### src/rtl/serial_adder.sv
// Bit-serial adder: one full adder (two half adders plus an OR) reused over
// WIDTH cycles, with a start/busy/done handshake and held, registered results.

module half_adder (
  input  logic a_i,
  input  logic b_i,
  output logic s_o,
  output logic c_o
);
  assign s_o = a_i ^ b_i;
  assign c_o = a_i & b_i;
endmodule

// state | meaning
// IDLE  | waiting for start; sum_o/cout_o hold the last result
// RUN   | one operand bit per cycle, LSB first; busy_o high
// DONE  | done_o high for exactly one cycle, then back to IDLE
module serial_adder #(
  parameter int WIDTH = 8
) (
  input  logic             clk,
  input  logic             rst_n,
  input  logic             start_i,
  input  logic [WIDTH-1:0] a_i,
  input  logic [WIDTH-1:0] b_i,
  input  logic             cin_i,
  output logic             busy_o,
  output logic             done_o,
  output logic [WIDTH-1:0] sum_o,
  output logic             cout_o
);

  localparam int CW = $clog2(WIDTH + 1);
  localparam logic [CW-1:0] LAST = CW'(WIDTH - 1);

  typedef enum logic [1:0] {IDLE, RUN, DONE} state_e;

  state_e           state_q;
  logic [WIDTH-1:0] a_q, b_q, res_q, res_d, sum_q;
  logic [CW-1:0]    cnt_q;
  logic             carry_q, cout_q, busy_q, done_q;
  logic             s1, c1, c2, fa_sum, fa_cout;

  half_adder u_ha1 (.a_i(a_q[0]), .b_i(b_q[0]),  .s_o(s1),     .c_o(c1));
  half_adder u_ha2 (.a_i(s1),     .b_i(carry_q), .s_o(fa_sum), .c_o(c2));

  assign fa_cout = c1 | c2;

  // New bit enters at the MSB so that after WIDTH shifts bit 0 is the LSB.
  always_comb begin
    res_d = res_q >> 1;
    res_d[WIDTH-1] = fa_sum;
  end

  always_ff @(posedge clk or negedge rst_n) begin
    if (!rst_n) begin
      state_q <= IDLE;
      a_q     <= '0;
      b_q     <= '0;
      res_q   <= '0;
      sum_q   <= '0;
      cnt_q   <= '0;
      carry_q <= 1'b0;
      cout_q  <= 1'b0;
      busy_q  <= 1'b0;
      done_q  <= 1'b0;
    end else begin
      unique case (state_q)
        IDLE: begin
          done_q <= 1'b0;
          if (start_i) begin
            a_q     <= a_i;
            b_q     <= b_i;
            carry_q <= cin_i;
            cnt_q   <= '0;
            res_q   <= '0;
            busy_q  <= 1'b1;
            state_q <= RUN;
          end
        end
        RUN: begin
          a_q     <= a_q >> 1;
          b_q     <= b_q >> 1;
          carry_q <= fa_cout;
          res_q   <= res_d;
          cnt_q   <= cnt_q + CW'(1);
          if (cnt_q == LAST) begin
            sum_q   <= res_d;
            cout_q  <= fa_cout;
            busy_q  <= 1'b0;
            done_q  <= 1'b1;
            state_q <= DONE;
          end
        end
        DONE: begin
          done_q  <= 1'b0;
          state_q <= IDLE;
        end
        default: state_q <= IDLE;
      endcase
    end
  end

  assign busy_o = busy_q;
  assign done_o = done_q;
  assign sum_o  = sum_q;
  assign cout_o = cout_q;

endmodule

### config.mk
export PLATFORM = sky130hd
export DESIGN_NAME = serial_adder
export DESIGN_NICKNAME = d
export VERILOG_FILES = /design/src/rtl/serial_adder.sv
export SDC_FILE = /design/constraint.sdc
export NUM_CORES = 1
export LEC_CHECK = 0
export CAP_MARGIN = 5
export CORE_MARGIN = 2
export CORE_UTILIZATION = 47
export DETAILED_ROUTE_END_ITERATION = 8
export GPL_TIMING_DRIVEN = 0
export PLACE_DENSITY_LB_ADDON = 0.12
export SYNTH_ARGS = -nofsm -noshare
export SYNTH_HDL_FRONTEND = slang
export SYNTH_HIERARCHICAL = 1
export SYNTH_SLANG_ARGS = --single-unit
### constraint.sdc
create_clock -name clk -period 1.4 [get_ports clk]
set_input_delay 0.21 -clock clk [delete_from_list [all_inputs] [get_ports clk]]
set_output_delay 0.21 -clock clk [all_outputs]
set_load 0.02 [all_outputs]
## Word-level counts from Yosys, hierarchy flattened

Index checks and enable logic that the tools add are counted.

| cells by class | value |
|---|---|
| $add $sub $neg | 1 |
| equality and inequality tests | 5 |
| muxes and demuxes | 18 |
| bitwise logic cells | 5 |
| reduce and logical (&&, ||, !) cells | 9 |

Operators with widths:

| cell | number |
|---|---|
| one-hot mux 8 bit (2 select lines) | 3 |
| 2-to-1 mux 8 bit | 3 |
| one-hot mux 4 bit (2 select lines) | 1 |
| AND reduction 2 bit | 4 |
| one-hot mux 1 bit (2 select lines) | 3 |
| adder 4 x 1 -> 4 bit (second input constant) | 1 |
| == test 4 x 3 -> 1 bit (second input constant) | 1 |
| 2-to-1 mux 1 bit | 4 |
| 2-to-1 mux 2 bit | 2 |
| 2-to-1 mux 4 bit | 1 |
| inequality test 2 bit (second input constant) | 2 |
| one-hot mux 2 bit (2 select lines) | 1 |
| nonzero test 2 bit | 2 |
| AND reduction 3 bit | 1 |
| bitwise AND 1 bit | 2 |
| == test 2 x 1 -> 1 bit (second input constant) | 1 |
| == test 2 bit (second input constant) | 1 |
| logical NOT 2 bit | 1 |
| OR reduction 2 bit | 1 |
| bitwise XOR 1 bit | 2 |
| bitwise OR 1 bit | 1 |

| storage, ports and cells | value |
|---|---|
| flip-flop bits (word level) | 42 |
| input bits | 20 |

## Depth between registers and ports, before layout

| logic depth | value |
|---|---|
| depth after elaboration | 4 |
| mapped depth | 6 |
| mapped depth without buffers | 5 |

## By module

Netlist, hierarchy kept.

By module, submodules not included:

| module | instances | cells an instance | area an instance (um2) | sequential area each (um2) |
|---|---|---|---|---|
| serial_adder | 1 | 147 | 1786.7 | 1026.0 |
| half_adder | 2 | 1 | 12.5 | 0.0 |

## Worst setup path before layout

OpenSTA, ideal clock, no wires.

| path | value |
|---|---|
| path type | register to register |
| from | register a_q[0] |
| to | register cout_q (netlist: cout_o) |
| data arrival time | 1364 ps |
| required time | 1275 ps |
| slack | -89 ps |
| stages on the path, launching flop included | 5 |
| buffers on the path | 0 |
| period minus slack after synthesis | 1489 ps |
| cells stage by stage | dfrtp_1 > ha_1 > ha_1 > or2_2 > mux2_4 |

| on the way | value |
|---|---|
| cells in the longest elaborated chain, start to end | 3 |

RTL lines:

| item | RTL line | source |
|---|---|---|
| from (decl) | 39 | `logic [WIDTH-1:0] a_q, b_q, res_q, res_d, sum_q;` |
| from (signal assigned) | 72 | `a_q <= a_i;` |
| from (signal assigned) | 82 | `a_q <= a_q >> 1;` |
| bitwise XOR 1 bit | 10 | `assign s_o = a_i ^ b_i;` |
| via s1 | 42 | `logic s1, c1, c2, fa_sum, fa_cout;` |
| bitwise AND 1 bit | 11 | `assign c_o = a_i & b_i;` |
| via c2 | 42 |  |
| bitwise OR 1 bit | 47 | `assign fa_cout = c1 \| c2;` |
| to (signal assigned) | 89 | `cout_q <= fa_cout;` |
| to (decl) | 41 | `logic carry_q, cout_q, busy_q, done_q;` |

The timed path passes the listed nets, and every way through them passes these cells.
A chain may end at the register's enable or synchronous reset.

## Worst setup path after layout

| path | value |
|---|---|
| from | register b_q[0] |
| to | register cout_q (netlist: cout_o) |

| on the way | value |
|---|---|
| cells in the longest elaborated chain, start to end | 3 |

RTL lines:

| item | RTL line | source |
|---|---|---|
| from (decl) | 39 |  |
| from (signal assigned) | 73 | `b_q <= b_i;` |
| from (signal assigned) | 83 | `b_q <= b_q >> 1;` |
| bitwise XOR 1 bit | 10 |  |
| via s1 | 42 |  |
| bitwise AND 1 bit | 11 |  |
| via c2 | 42 |  |
| bitwise OR 1 bit | 47 |  |

The timed path passes the listed nets, and every way through them passes these cells.

==> reports/results.tsv <==
metric	value	unit
status	finished, violations left	
violations	setup timing	
layout_setup_ws	-0.03172	ns
final-max-slew-violation-count	0	
core-area	0.003689	mm2
fin_crit_sh	102.3	%
pwr_density_cell	2158	mW/mm2
peakVddDrop	1005	uV
power	5.038	mW
initial_core_util	49.12	%
ys_warn_count	6	
cp-end-kind	flip-flop	
cts_root_buf	clkbuf_8	
netlist_top_cells_area	dfrtp_1 (57%), mux2i_1 (6.1%), mux2_4 (5.8%)	
ioPinCount	31	
synth.cell_area	0.001812	mm2
grt_pass1_vias	1295	
cts_hold_buf	0	
track_usage	17.95	%
placed_cell_area	0.002170	mm2
wl	3454	um
antenna_cells	0	
clock-sinks	41	
drive_gt1_share	20.53	%
drt_iter0_drc	58	
cts_tree	yes	
viasPerCell	5.424	
cp.required	1.57	ns
final_util	63.30	%
timing.max_cap.violations	0	
layout_commonest_cell	dfrtp_1	
die_x	66.09	um
grt_first_pass_wirelength	5996	um
final_cell_mix	dfrtp_1 (38), o21ai_0 (18), clkdlybuf4s50_1 (17)	
place.gp.congestion	0.7420	
worst-path-max-fanout	2	
drt_pass1_iterations	4	
grt_max_degree	42	
nNetsFinal	212	
syn_avg_cell_area	12.16	um2
cts_max_path_buffers	2	
stdcell_area	0.002335	mm2
synth_top_area_share	56.63	%
clock_insertion_delay_worst_skew	0.28	ns
ant_nets	0	
leakagePower	1.146	nW
yosysUniqueCellTypes	28	
path_clk_slew	0.08	ns
hold_path.class	in -> async	
hold_violations	0	
cts-buffers-inserted	5	
row_count	22	
setup_viol	1	
startpoint_type	flip-flop	
post-route-min-period	1.432	ns
finClkSkew	0.005054	ns
avgRoutedWirePerCell	14.51	um
cp.arrival	1.61	ns
rsz0062_at_grt	yes	
fin_hold_ws	0.04624	ns
cts_max_level	2	
synthCells	149	
globalRouteOverflowTotal	0	
worstMarginPinSlew	0.8995	ns
drc	0	
vias	1291	
dieArea	0.004367	mm2
dp.final_hpwl	2400	um
path_class	reg -> reg	
syn_nets	172	
pre_cts_ws	-0.5198	ns
n_fill_cell	309	
synth_seq_cells	41	
io_buffers	30	
ys_seq_area_share	56.63	%
antenna_found_initial	0	
area_growth_syn_to_layout	28.87	%
fmaxAchievable	0.6985	GHz
die_y	66.09	um
slew-limit-headroom	40.03	%
synth_area_leader_cell	dfrtp_1	
sequential cells by signal, indices dropped and copies added (netlist names):
| signal | flops |
|---|---|
| cout_o | 1 |
| b_q | 8 |
| sum_o | 8 |
| carry_q | 1 |
| busy_o | 1 |
| done_o | 1 |
| state_q | 2 |
| res_q | 7 |
| a_q | 8 |
| cnt_q | 4 |
report_power, final:
group / internal (mW) / total [mW] / switching [mW]
clock: 0.581 / 0.961 / 0.380
sequential: 1.69 / 2.04 / 0.349
combinational: 1.06 / 2.04 / 0.977
per-layer routing:
| layer | vias to the layer above | track usage (%) | part of all wire, % |
|---|---|---|---|
| met5 | - | 0 | 0 |
| met4 | 0 | 5.357 | 0.78 |
| met3 | 5 | 4.259 | 3.0 |
| met2 | 23 | 29.00 | 50 |
| met1 | 655 | 23.97 | 47 |
| li1 | 608 | - | - |
worst max-delay path: stages (launching register included):
cell and delay [ns]:
dfrtp_1 0.38, ha_1 0.30, ha_2 0.16, or2_4 0.22, mux2_4 0.26
timing repair:
item	CTS	global route
buffers inserted	5	0
hold endpoints to repair	0	0
gates resized for setup	18	8
pin swaps	3	1
setup endpoints to repair	46	33
cells by family (layout without fill, tap and decap cells):
family | Yosys count | after routing | synth area share, %
AOI/OAI and AO/OA | 44 | 44 | 15.06
adders and majority gates | 3 | 3 | 2.072
buffers and inverters | 12 | 53 | 4.627
DFF | 41 | 41 | 56.63
muxes | 20 | 20 | 13.12
and+or+nand+nor | 29 | 29 | 8.494
layout make-up:
| class | count | area, um2 | area share, % |
|---|---|---|---|
| clock buffer | 7 | 86.33 | 3.698 |
| tap | 48 | 60.06 | 2.572 |
| buffer | 7 | 55.05 | 2.358 |
| multi-input combinational | 96 | 740.7 | 31.73 |
| timing repair buffer | 35 | 321.6 | 13.77 |
| sequential | 41 | 1030 | 44.11 |
| inverter | 3 | 11.26 | 0.4823 |
| clock inverter | 1 | 30.03 | 1.286 |
path summary, 6_finish.rpt:
check | start | slack [ns] | end | cells after the start
worst max-delay path | b_q[0] | -0.03 | cout_o | 4
worst min-delay path | rst_n | 0.05 | sum_o[7] | 1
worst max register to register | b_q[0] | -0.03 | cout_o | 4
worst min register to register | b_q[3] | 0.49 | b_q[3] | 2
max in group asynchronous | rst_n | 0.73 | state_q[0] | 1
min in group clk | b_q[3] | 0.49 | b_q[3] | 2
through the flow:
stage                     setup TNS, ns  std cells
final                          -0.03172        238
after global routing            -0.3270        238
after CTS                       -0.5236        240
after detailed placement         -12.61        227
after global placement           -45.91        227
after floorplan                 -0.4836        149
cells in the mapped netlist, drive strengths merged:
library cell  count
nand2            15
ha                3
buf               7
or2               1
mux2              9
a22oi             4
a21oi             7
mux2i            11
nor2b             9
o21ai            19
a41oi             1
a22o              8
a21o              1
o21bai            1
o22ai             1
nor2              1
inv               3
and3              1
a31oi             2
clkbuf            2
nand3             1
dfrtp            41
nor3b             1
Power figures use the tool's default switching activity.
